[src/rtl/addsub_limb_seq.sv]
// addsub_limb_seq: limb-serial wide add/sub sequencer around an external N-bit adder; ADDSUB_SEQ_OVF_EN builds signed-overflow out_ovf
module addsub_limb_seq #(
  parameter int N = 5,
  parameter int LIMBS = 4
) (
  input  logic                 clk,
  input  logic                 rst,
  input  logic                 in_valid,
  output logic                 in_ready,
  input  logic [N*LIMBS-1:0]   in_a,
  input  logic [N*LIMBS-1:0]   in_b,
  input  logic                 in_sub,
  output logic [N-1:0]         add_a,
  output logic [N-1:0]         add_b,
  output logic                 add_ci,
  input  logic [N-1:0]         add_sum,
  input  logic                 add_co,
  output logic                 out_valid,
  input  logic                 out_ready,
  output logic [N*LIMBS-1:0]   out_result,
  output logic                 out_carry,
  output logic                 out_ovf
);
  localparam int W = N * LIMBS;
  localparam int IW = LIMBS > 1 ? $clog2(LIMBS) : 1;
  typedef enum logic [1:0] {IDLE, RUN, DONE} state_t;
  state_t state, state_n;
  logic [W-1:0] a_q, b_q;
  logic carry_q;
  logic [IW-1:0] idx;
  logic last;
  assign last = idx == IW'(LIMBS - 1);
  always_ff @(posedge clk or posedge rst)
    if (rst) state <= IDLE;
    else state <= state_n;
  always_comb begin
    state_n = state == IDLE ? (in_valid ? RUN : IDLE) :
              state == RUN  ? (last ? DONE : RUN) :
                              (out_ready ? IDLE : DONE);
    in_ready = state == IDLE;
    out_valid = state == DONE;
    add_a = state == RUN ? a_q[idx*N +: N] : '0;
    add_b = state == RUN ? b_q[idx*N +: N] : '0;
    add_ci = state == RUN ? carry_q : 1'b0;
  end
  always_ff @(posedge clk or posedge rst)
    if (rst) begin
      a_q <= '0;
      b_q <= '0;
      carry_q <= 1'b0;
      idx <= '0;
      out_result <= '0;
      out_carry <= 1'b0;
    end else if (state == IDLE && in_valid) begin
      a_q <= in_a;
      b_q <= in_sub ? ~in_b : in_b;
      carry_q <= in_sub;
      idx <= '0;
    end else if (state == RUN) begin
      out_result[idx*N +: N] <= add_sum;
      carry_q <= add_co;
      idx <= last ? idx : idx + 1'b1;
      if (last) out_carry <= add_co;
    end
`ifdef ADDSUB_SEQ_OVF_EN
  logic ovf_q;
  always_ff @(posedge clk or posedge rst)
    if (rst) ovf_q <= 1'b0;
    else if (state == RUN && last) ovf_q <= (a_q[W-1] == b_q[W-1]) && (add_sum[N-1] != a_q[W-1]);
  assign out_ovf = ovf_q;
`else
  assign out_ovf = 1'b0;
`endif
endmodule

[config.mk]
export PLATFORM = sky130hd
export DESIGN_NAME = addsub_limb_seq
export DESIGN_NICKNAME = d
export VERILOG_FILES = /design/src/rtl/addsub_limb_seq.sv
export SDC_FILE = /design/constraint.sdc
export NUM_CORES = 1
export LEC_CHECK = 0
export ABC_AREA = 1
export CAP_MARGIN = 20
export CORE_MARGIN = 2
export CORE_UTILIZATION = 49
export DETAILED_ROUTE_END_ITERATION = 10
export PLACE_DENSITY = 0.84
export REMOVE_ABC_BUFFERS = 1
export SYNTH_ARGS = -nofsm -noshare
export SYNTH_HDL_FRONTEND = slang
export SYNTH_SLANG_ARGS = --single-unit
export TNS_END_PERCENT = 30
[constraint.sdc]
create_clock -name clk -period 2.62 [get_ports clk]
set_input_delay 0.524 -clock clk [delete_from_list [all_inputs] [get_ports clk]]
set_output_delay 0.524 -clock clk [all_outputs]
set_load 0.05 [all_outputs]
==> results_dict.tcl, run 1 <==
set metrics [dict create \
    gr-max-usage-layer "met2" \
    cts-root-buf "clkbuf_8" \
    clk_path_buf_depth 2 \
    status "complete, no violations" \
    area_growth_pct 35.1 \
    critPathTopFamily "buffers and inverters" \
    place.gp.congestion 0.823 \
    num_antenna_cells 0 \
    slew_headroom 0.552 \
    synthesis.area_mm2 0.00330 \
    fin_setup_tns_ps 0 \
    worstPathRequired_ps 2100 \
    ant_nets 0 \
    use_met3 0.0404 \
    cts_tree "done" \
    finish.instance_area_mm2 0.00446 \
    crit_buf_inv 2 \
    insertion_delay_ps 340 \
    met2_usage 0.364 \
    fillers 512 \
    ys_warn_count 0 \
    placement.io_buffers 84 \
    critPathSlowestCell "clkdlybuf4s50_1" \
    hold_ws_ps 488 \
    dieArea_mm2 0.00741 \
    grt_pass1_wl_um 12500 \
    routed_wl_um 7440 \
    period_share 0.913 \
    synth_area_per_cell_um2 8.11 \
    route.detailed.drc 0 \
    power_density_mw_per_mm2 1330 \
    total_power_mw 5.95 \
    numCtsBuffers 9 \
    final_cell_mix "100 x nand2_1, 73 x clkdlybuf4s50_1, 66 x dfrtp_1" \
    vdd_ir_drop_max_uv 762 \
    yosysSeqAreaShare 0.500 \
    crit_path_end_kind "output port" \
    cts_resized 0 \
    path_class "flop to output port" \
    r2r_slack_ps 650 \
    viasPerCell 5.04 \
    nets 543 \
    finalMaxSlewViolations 0 \
    drive_gt1_frac 0.0813 \
    pre_cts_slack_ps 486 \
    die_h_um 86.1 \
    finalClockSkew_ps 9.53 \
    cp_cell_sequence "inv_1 > nor2_1 > clkdlybuf4s50_1" \
    drt_first_iter_violations 128 \
    fp.dieW_um 86.1 \
    p_leak_nw 2.10 \
    core_area_mm2 0.00642 \
    rows 29 \
    worst_pin_slew_ps 670 \
    wire_per_inst_um 13.1 \
    cts_sinks 66 \
    postSynthRegisterBits 66 \
    cp.arrival_ps 1870 \
    cp_slowest_stage_delay_ps 810 \
    grt_pass1_vias 2832 \
    overflow 0 \
    num_vias 2870 \
    grt_max_degree 70 \
    pin_count 86 \
    setup_slack_ps 229 \
    cp-start-kind "flop" \
    rsz0062_at_grt "no" \
    cts_setup_buffers 0 \
    grt_util_met1 0.268 \
    synthCells 407 \
    clkTransAtPathRegs_ps 70 \
    ctsHoldBuffers 0 \
    cp_max_fo 4 \
    antenna_found_initial 0 \
    cts_max_level 3 \
    setup-violations-final 0 \
    fmax_mhz 418 \
    cap_violations 0 \
    fin_crit_ps 2390 \
    place_hpwl_um 5240 \
    hold_viol 0 \
    start_util 0.514 \
    min_path_type "flop to flop" \
    final_common_cell "nand2_1" \
    track_usage 0.215 \
    synth.distinct_cells 22 \
    drt-pass1-iter-count 4 \
    placed_cell_area_mm2 0.00428 \
]
worst reg2reg max path: cells and delay by family (launching register included):
family                   cells  cell delay (ps)
AO/OA/AOI/OAI                1              200
adder cells (fa/ha/maj)      1              200
buffers and inverters        3              740
flip-flops                   1              380
AND/OR/NAND/NOR              2              360
Yosys cell counts, drive strengths merged:
library cell	count	area [µm²]
a21oi	30	150
buf	13	109
clkbuf	8	33.8
conb	1	3.75
dfrtp	66	1650
ha	5	62.6
inv	54	203
nand2	103	392
nand3	29	145
nand3b	1	7.51
nand4	1	6.26
nor2	32	138
o21a	2	15.0
o21ai	42	210
xnor2	20	175
routing by layer:
| metal | wire (µm) | part of all wire | up-vias |
|---|---|---|---|
| met5 | 0 | 0 | - |
| li1 | - | - | 1429 |
| met4 | 87 | 0.012 | 0 |
| met3 | 360 | 0.048 | 10 |
| met1 | 3230 | 0.43 | 1353 |
| met2 | 3760 | 0.51 | 78 |
sequential cells by signal, indices dropped and copies added, names as in the netlist:
| name | flops |
|---|---|
| carry_q | 1 |
| state | 2 |
| a_q | 20 |
| out_result | 20 |
| b_q | 20 |
| idx | 2 |
| out_carry | 1 |
final cells by class:
class                           count  area [µm²]  area share
Clock inverter                      6        42.5     0.00954
Sequential cell                    66        1650       0.370
Clock buffer                       10         138      0.0309
Multi-Input combinational cell    266        1310       0.293
Timing Repair Buffer               90        1020       0.229
Inverter                           54         203      0.0455
Tap cell                           77        96.3      0.0216
cells by family (layout without fill, tap and decap cells):
kind of cell / Yosys count / in the layout / share of synthesized area
and+or+nand+nor: 166 / 166 / 0.208
buffers and inverters: 75 / 160 / 0.105
AOI/OAI and AO/OA: 74 / 74 / 0.114
DFF: 66 / 66 / 0.500
xor gates and xnor gates: 20 / 20 / 0.0531
adders and majority gates: 5 / 5 / 0.0189
other: 1 / 1 / 0.00114
power breakdown:
part	internal (mW)	switching, mW
Combinational	1.31	2.21
Sequential	1.46	0.217
Clock	0.366	0.392
Total	3.13	2.82
per-stage QoR:
step                      instances  utilization
final                           569        0.694
after global routing            569        0.694
after detailed placement        553        0.666
after floorplan                 386            -
after CTS                       569        0.694
after global placement          553        0.666
path summary, 6_finish.rpt:
kind / from / endpoint / cells past startpoint
worst max register to register: idx[0] / out_result[12] / 7
worst min-delay path: b_q[14] / b_q[14] / 2
worst max-delay path: state[1] / out_valid / 3
max in group asynchronous: rst / carry_q / 3
min in group asynchronous: rst / a_q[19] / 2
worst min register to register: b_q[14] / b_q[14] / 2
Power figures use the tool's default switching activity.
==> run 2, diff against run 1 <==
--- a/config.mk
+++ b/config.mk
@@ -12,6 +12,7 @@
 export DETAILED_ROUTE_END_ITERATION = 10
 export PLACE_DENSITY = 0.84
 export REMOVE_ABC_BUFFERS = 1
+export SETUP_SLACK_MARGIN = 0.3
 export SYNTH_ARGS = -nofsm -noshare
 export SYNTH_HDL_FRONTEND = slang
 export SYNTH_SLANG_ARGS = --single-unit
==> run 2 against run 1 <==
Effect of this change:
- total power rose by 0.56%
- sequential share of layout area fell by 0.21 points
- non-clock buffer count rose by 2
- sequential power barely moved
- critical path depth fell by 1
- critical path type unchanged
- critical endpoint is now in_ready
==> results_dict.tcl, run 2 (synthesis results as in run 1) <==
set metrics [dict create \
    insertion_delay_ps 340 \
    drive_gt1_frac 0.0891 \
    start_util 0.514 \
    num_antenna_cells 0 \
    die_h_um 86.1 \
    grt_util_met1 0.269 \
    wire_per_inst_um 13.1 \
    num_vias 2844 \
    pin_count 86 \
    antenna_found_initial 0 \
    place_hpwl_um 5240 \
    finish.instance_area_mm2 0.00448 \
    ant_nets 0 \
    intPower_mw 3.15 \
    fp.dieW_um 86.1 \
    p_seq_frac 0.281 \
    period_share 0.871 \
    met2_usage 0.366 \
    vdd_ir_drop_max_uv 763 \
    nets 545 \
    cts_sinks 66 \
    routed_wl_um 7500 \
    r2r_cells 6 \
    dieArea_mm2 0.00741 \
    fin_setup_tns_ps 0 \
    area_growth_pct 35.8 \
    final_cell_mix "100 x nand2_1, 72 x clkdlybuf4s50_1, 66 x dfrtp_1" \
    gr-max-usage-layer "met2" \
    finalMaxSlewViolations 0 \
    final_common_cell "nand2_1" \
    placement.io_buffers 84 \
    rows 29 \
    worst_pin_slew_ps 670 \
    core_area_mm2 0.00642 \
    use_met3 0.0404 \
    cts_max_level 3 \
    fillers 513 \
    critPathCapture "in_ready" \
    overflow 0 \
    min_path_type "flop to flop" \
    track_usage 0.216 \
    ctsHoldBuffers 0 \
    grt_pass1_wl_um 12600 \
    total_power_mw 5.99 \
    worstPathRequired_ps 2100 \
    cap_violations 0 \
    hold_viol 0 \
    p_sw_frac 0.474 \
    cp.arrival_ps 1760 \
    slew_headroom 0.553 \
    grt_max_degree 70 \
    setup_slack_ps 338 \
    path_class "flop to output port" \
    rsz0062_at_grt "yes" \
    combPwrFrac 0.593 \
    stdcell_count 571 \
    p_switching_mw 2.83 \
    p_leak_nw 2.12 \
    cp-start-kind "flop" \
    place.gp.congestion 0.823 \
    grt_pass1_vias 2849 \
    placed_cell_area_mm2 0.00428 \
    pwr-share-clk 0.126 \
    drt-pass1-iter-count 4 \
    cts-root-buf "clkbuf_8" \
    drt_first_iter_violations 111 \
    reg2reg_to "out_result[12]" \
    crit_path_end_kind "output port" \
    post-place-cells 553 \
    power_density_mw_per_mm2 1340 \
    route.detailed.drc 0 \
    numCtsBuffers 9 \
    finalClockSkew_ps 8.24 \
    status "complete, no violations" \
    setup-violations-final 0 \
    fin_crit_ps 2280 \
    r2r_slack_ps 740 \
    fmax_mhz 438 \
    timing.rr.start "idx[1]" \
    hold_ws_ps 490 \
    clk_path_buf_depth 2 \
    pre_cts_slack_ps 486 \
    final_util 0.698 \
    cts_tree "done" \
    viasPerCell 4.98 \
    crit_start "state[0]" \
    clkTransAtPathRegs_ps 70 \
    cp_max_fo 5 \
    top_regs "a_q (20), b_q (20), out_result (20)" \
]
run 2: changes by cell type in the layout (fill, tap and decap cells not counted), sizes merged:
cell / change
clkinvlp: +2
dlymetal6s2s: +1
inv: -2
clkdlybuf4s50: -1
buf: +2
run 2: worst max-delay path: stages (launching register included):
cell and delay [ps]:
dfrtp_1 450, nor2_4 160, clkdlybuf4s50_1 820
run 2: cell type report:
type | instances | area (µm²) | area share
Clock buffer | 10 | 138 | 0.0307
Clock inverter | 6 | 42.5 | 0.00949
Inverter | 54 | 210 | 0.0469
Multi-Input combinational cell | 266 | 1310 | 0.292
Sequential cell | 66 | 1650 | 0.368
Tap cell | 77 | 96.3 | 0.0215
Timing Repair Buffer | 92 | 1040 | 0.232
run 2: repair_timing:
action / CTS / global route
setup endpoints to repair: 12 / 11
setup buffers: 2 / 0
resized for setup: 2 / 2
run 2: layer usage:
metal,wire [µm],vias to the layer above
met5,0,-
li1,-,1430
met4,61,0
met2,3850,81
met1,3210,1325
met3,377,8
run 2: worst min-delay path by stage:
stage	from	end	slack, ps	depth (start not counted)
floorplan	b_q[10]	b_q[10]	450	2
global placement	b_q[12]	b_q[12]	470	2
detailed placement	b_q[14]	b_q[14]	470	2
CTS	b_q[14]	b_q[14]	490	2
global route	out_result[11]	out_result[11]	510	2
finish	b_q[14]	b_q[14]	490	2
run 2: power by group through the flow:
| stage | registers (mW) | logic [mW] | clock network, mW |
|---|---|---|---|
| 3_3_place_gp | 1.66 | 3.44 | 0 |
| 5_1_grt | 1.73 | 3.87 | 0.815 |
| 4_1_cts | 1.68 | 3.57 | 0.772 |
| 6_report | 1.68 | 3.55 | 0.756 |
| 3_5_place_dp | 1.69 | 3.52 | 0 |
| 2_1_floorplan | 2.06 | 1.76 | 0 |
==> RTL change 1, RTL diff (settings of run 1) <==
Encoding of `state_t`: now one-hot (3 bits for 3 states).
--- a/src/rtl/addsub_limb_seq.sv
+++ b/src/rtl/addsub_limb_seq.sv
@@ -25,3 +25,3 @@
   localparam int IW = LIMBS > 1 ? $clog2(LIMBS) : 1;
-  typedef enum logic [1:0] {IDLE, RUN, DONE} state_t;
+  typedef enum logic [2:0] {IDLE = 3'b001, RUN = 3'b010, DONE = 3'b100} state_t;
   state_t state, state_n;
Formal check against the unedited RTL: no difference found for any inputs over 10 cycles, from zero or initial values and one cycle with rst high; not proved beyond that.
==> RTL change 1 against run 1 <==
- largest power group unchanged
- wire length is 1.5% higher
- core utilization is 1.3 points lower
- largest cell class unchanged
- setup slack worse by 33 ps
- highest routed layer unchanged
- synthesized area is 5.0% higher
- first-iteration DRC count is 38% higher
- sequential cell count is 1 higher
- power is 8.9% lower
- global-route usage is 0.43 points higher
- sequential share of layout area is 0.98 points lower
- cell area is 4.3% higher
==> RTL change 1: results (changes against run 1) <==
INFO  place          post-place-cells=604 [+9.2%]
INFO  finish         nNetsFinal=575 [+5.9%]
INFO  drt            routed_wire_length_per_instance=12.2um [-6.7%]
INFO  place          detailed_place_hpwl=5270um [+0.56%]
INFO  drt            number_of_violations_reported_at_the_end_of_detailed_routing_iteration_0=176 [+38%]
INFO  timing         slew_headroom=49.9% [-5.3 points]
INFO  global_routing grt_util_all_layers=22.0% [+0.43 points]
INFO  drt            route.detailed.vias_per_inst=4.84 [-4.0%]
INFO  finish         count_of_non_filler_cells_in_the_finished_layout=619 [+8.8%]
INFO  finish         post_route_cells_drive_above_1_share=9.56% [+1.4 points]
INFO  worst_setup_path crit_path_top_delay_cell=sky130_fd_sc_hd__dfrtp_1
INFO  worst_setup_path worstRegToRegCells=6 [-1]
INFO  power          pwr_density_cell=1170nW/um2 [-13%]
INFO  global_routing grt_max_degree=88 [+26%]
INFO  finish         layout.filler_cells=580 [+13%]
INFO  place          final_wtd_congestion=0.778 [-5.4%]
INFO  synth          postSynthCellCount=440 [+8.1%]
INFO  finish         largest_registers=a_q x20, b_q x20, out_result x20
INFO  place          place_area=4450um2 [+4.0%]
INFO  global_routing grt_first_pass_wirelength=13100um [+4.7%]
INFO  worst_setup_path peak_per_stage_delay_on_the_critical_path=380ps [-430 ps]
INFO  worst_setup_path critical_path.max_fanout=15 [+11]
INFO  min_path       worstHoldStart=out_carry$_DFFE_PP0P_
INFO  synth          yosysSeqAreaShare=48.4% [-1.6 points]
INFO  place          placement.setup.worst_slack=548ps [+62.9 ps]
INFO  run_status     outcome=finished, final reports clean
INFO  timing         worst_clock_skew=7.40ps [-2.13 ps]
INFO  synth          post_synth_num_cell_types=27 [+23%]
INFO  synth          netlist_top_cells_area=sky130_fd_sc_hd__dfrtp_1 (48%), sky130_fd_sc_hd__nand2_1 (17%), sky130_fd_sc_hd__inv_1 (5.8%), sky130_fd_sc_hd__xnor2_1 (5.1%), sky130_fd_sc_hd__o21ai_0 (4.9%)
INFO  synth          synth.cells.most_frequent=sky130_fd_sc_hd__nand2_1 (159), sky130_fd_sc_hd__dfrtp_1 (66), sky130_fd_sc_hd__inv_1 (54)
INFO  power          power_leakage=2.25nW [+7.2%]
INFO  power          max-vdd-ir-drop=0.467mV [-39%]
==> RTL change 1: changes by cell type in the layout (fill, tap and decap cells not counted), sizes merged, moves of 5 or more <==
cell	before	now
nand3	29	34
nor2	32	13
a21oi	30	10
clkinvlp	5	0
nand2	103	160
==> RTL change 1: layer usage <==
| layer | global-route usage (%) | wire length, um |
|---|---|---|
| met3 | 4.15 | 440 |
| met1 | 27.6 | 3290 |
| met5 | 0 | 0 |
| met4 | 8.82 | 83 |
| met2 | 37.5 | 3740 |
==> RTL change 1: layout make-up <==
cell class                 instances  share of cell area, %
clock buffer                      10                   2.74
clock inverter                     5                   1.69
inverter                          58                   4.68
multi-input combinational        292                   30.7
sequential                        67                   36.1
tap                               96                   2.58
timing repair buffer              91                   21.5
==> RTL change 1: path summary, 6_finish.rpt <==
kind                                        endpoint  slack (ps)
setup / recovery                            add_a[4]         200
hold / removal                 out_carry$_DFFE_PP0P_         480
setup reg to reg           out_result[1]$_DFFE_PP0P_         660
hold reg to reg                out_carry$_DFFE_PP0P_         480
max in group asynchronous         state[0]$_DFF_PP1_        1720
min in group asynchronous         a_q[8]$_DFFE_PP0P_         580
==> RTL change 1: kinds of logic after synthesis <==
logic type / count (synthesis) / share of synthesized area, %
flip-flops: 67 / 48.4
adder cells (fa/ha/maj): 5 / 1.80
other: 1 / 0.108
buffers and inverters: 81 / 10.4
AO/OA/AOI/OAI: 55 / 8.37
XOR/XNOR: 20 / 5.05
AND/OR/NAND/NOR: 211 / 25.9
==> RTL change 1: power by group <==
part | total, W | internal (W) | switching [W]
logic | 0.00272 | 0.000937 | 0.00179
registers | 0.00179 | 0.00152 | 0.000270
clock network | 0.000910 | 0.000529 | 0.000381
total | 0.00542 | 0.00299 | 0.00244
==> RTL change 2, RTL diff (flow settings as in run 1) <==
Made on the original files. Change the parameter `N` from 5 to 6.
--- a/src/rtl/addsub_limb_seq.sv
+++ b/src/rtl/addsub_limb_seq.sv
@@ -2,3 +2,3 @@
 module addsub_limb_seq #(
-  parameter int N = 5,
+  parameter int N = 6,
   parameter int LIMBS = 4
Interface: changed (6 resized); port bits go from 86 to 101. No check against the original RTL was run, so the function may have changed too.
==> RTL change 2 against run 1 <==
- via count increased by 31%
- cell count increased by 26%
- sequential cell count increased by 12
- largest cell class unchanged
- cell area increased by 20%
- power increased by 28%
- wire length increased by 38%
- synthesized area increased by 23%
- setup slack got worse by 15 ps
- critical path depth increased by 2
- clock power increased by 37%
- first-iteration DRC count increased by 82%
- sequential power increased by 24%
==> RTL change 2: results (changes against run 1) <==
INFO  place          place_area=5140um2 [+20%]
INFO  run_status     outcome=finished, final reports clean
INFO  drt            number_of_violations_reported_at_the_end_of_detailed_routing_iteration_0=233 [+82%]
INFO  synth          synth.cells.most_frequent=sky130_fd_sc_hd__nand2_1 (164), sky130_fd_sc_hd__dfrtp_1 (78), sky130_fd_sc_hd__nor2_1 (56)
INFO  synth          post_synth_num_cell_types=33 [+50%]
INFO  finish         bufAreaShareNonClock=20.0% [-2.9 points]
INFO  finish         multi_input_area=1870um2 [+43%]
INFO  worst_setup_path critical_path.max_fanout=24 [+20]
INFO  power          clock_power_share=13.7% [+1.0 points]
INFO  place          final_wtd_congestion=0.902 [+9.6%]
INFO  finish         clock_tree_area_fraction=4.33% [+0.29 points]
INFO  finish         final.signal_inverter_count=27 [-50%]
INFO  synth          synth_xor_area_share=5.56% [+0.25 points]
INFO  drt            wl_met2=4970um [+32%]
INFO  timing         slew_headroom=54.1% [-1.2 points]
INFO  global_routing grt_first_pass_wirelength=17000um [+36%]
INFO  synth          yosys.area_share.adder=1.84% [-0.052 points]
INFO  drt            drt_first_pass_iters=5 [+1]
INFO  finish         count_of_non_filler_cells_in_the_finished_layout=719 [+26%]
INFO  finish         n_clock_buffer=11 [+1]
INFO  place          numPortBuffers=99 [+18%]
INFO  finish         seqAreaFraction=36.4% [-0.68 points]
INFO  power          power_leakage=2.54nW [+21%]
INFO  synth          syn_area_per_cell=7.88um2 [-2.8%]
INFO  finish         largest_registers=a_q x24, b_q x24, out_result x24
INFO  synth          yosysSeqAreaShare=47.9% [-2.1 points]
INFO  drt            route.detailed.vias_per_inst=5.25 [+4.0%]
INFO  worst_setup_path crit_path_top_delay_cell=sky130_fd_sc_hd__dfrtp_1
## RTL change 2: changes by cell type after synthesis, sizes merged, moves of 5 or more
cell,before,now
buf,13,21
xnor2,20,25
nand2,103,167
o21ai,42,69
nor2,32,61
dfrtp,66,78
inv,54,27
nand4,1,9
a21oi,30,17
nand3,29,19
## RTL change 2: final timing paths
| check | startpoint | to | slack [ps] | cells after the start |
|---|---|---|---|---|
| worst min-delay path | out_result[12]$_DFFE_PP0P_ | out_result[12]$_DFFE_PP0P_ | 480 | 2 |
| worst max register to register | idx[0]$_DFFE_PP0P_ | out_result[22]$_DFFE_PP0P_ | 600 | 8 |
| max in group asynchronous | rst | a_q[2]$_DFFE_PP0P_ | 1510 | 3 |
| min in group asynchronous | rst | out_result[9]$_DFFE_PP0P_ | 530 | 2 |
| worst max-delay path | idx[0]$_DFFE_PP0P_ | add_b[2] | 210 | 5 |
| worst min register to register | out_result[12]$_DFFE_PP0P_ | out_result[12]$_DFFE_PP0P_ | 480 | 2 |
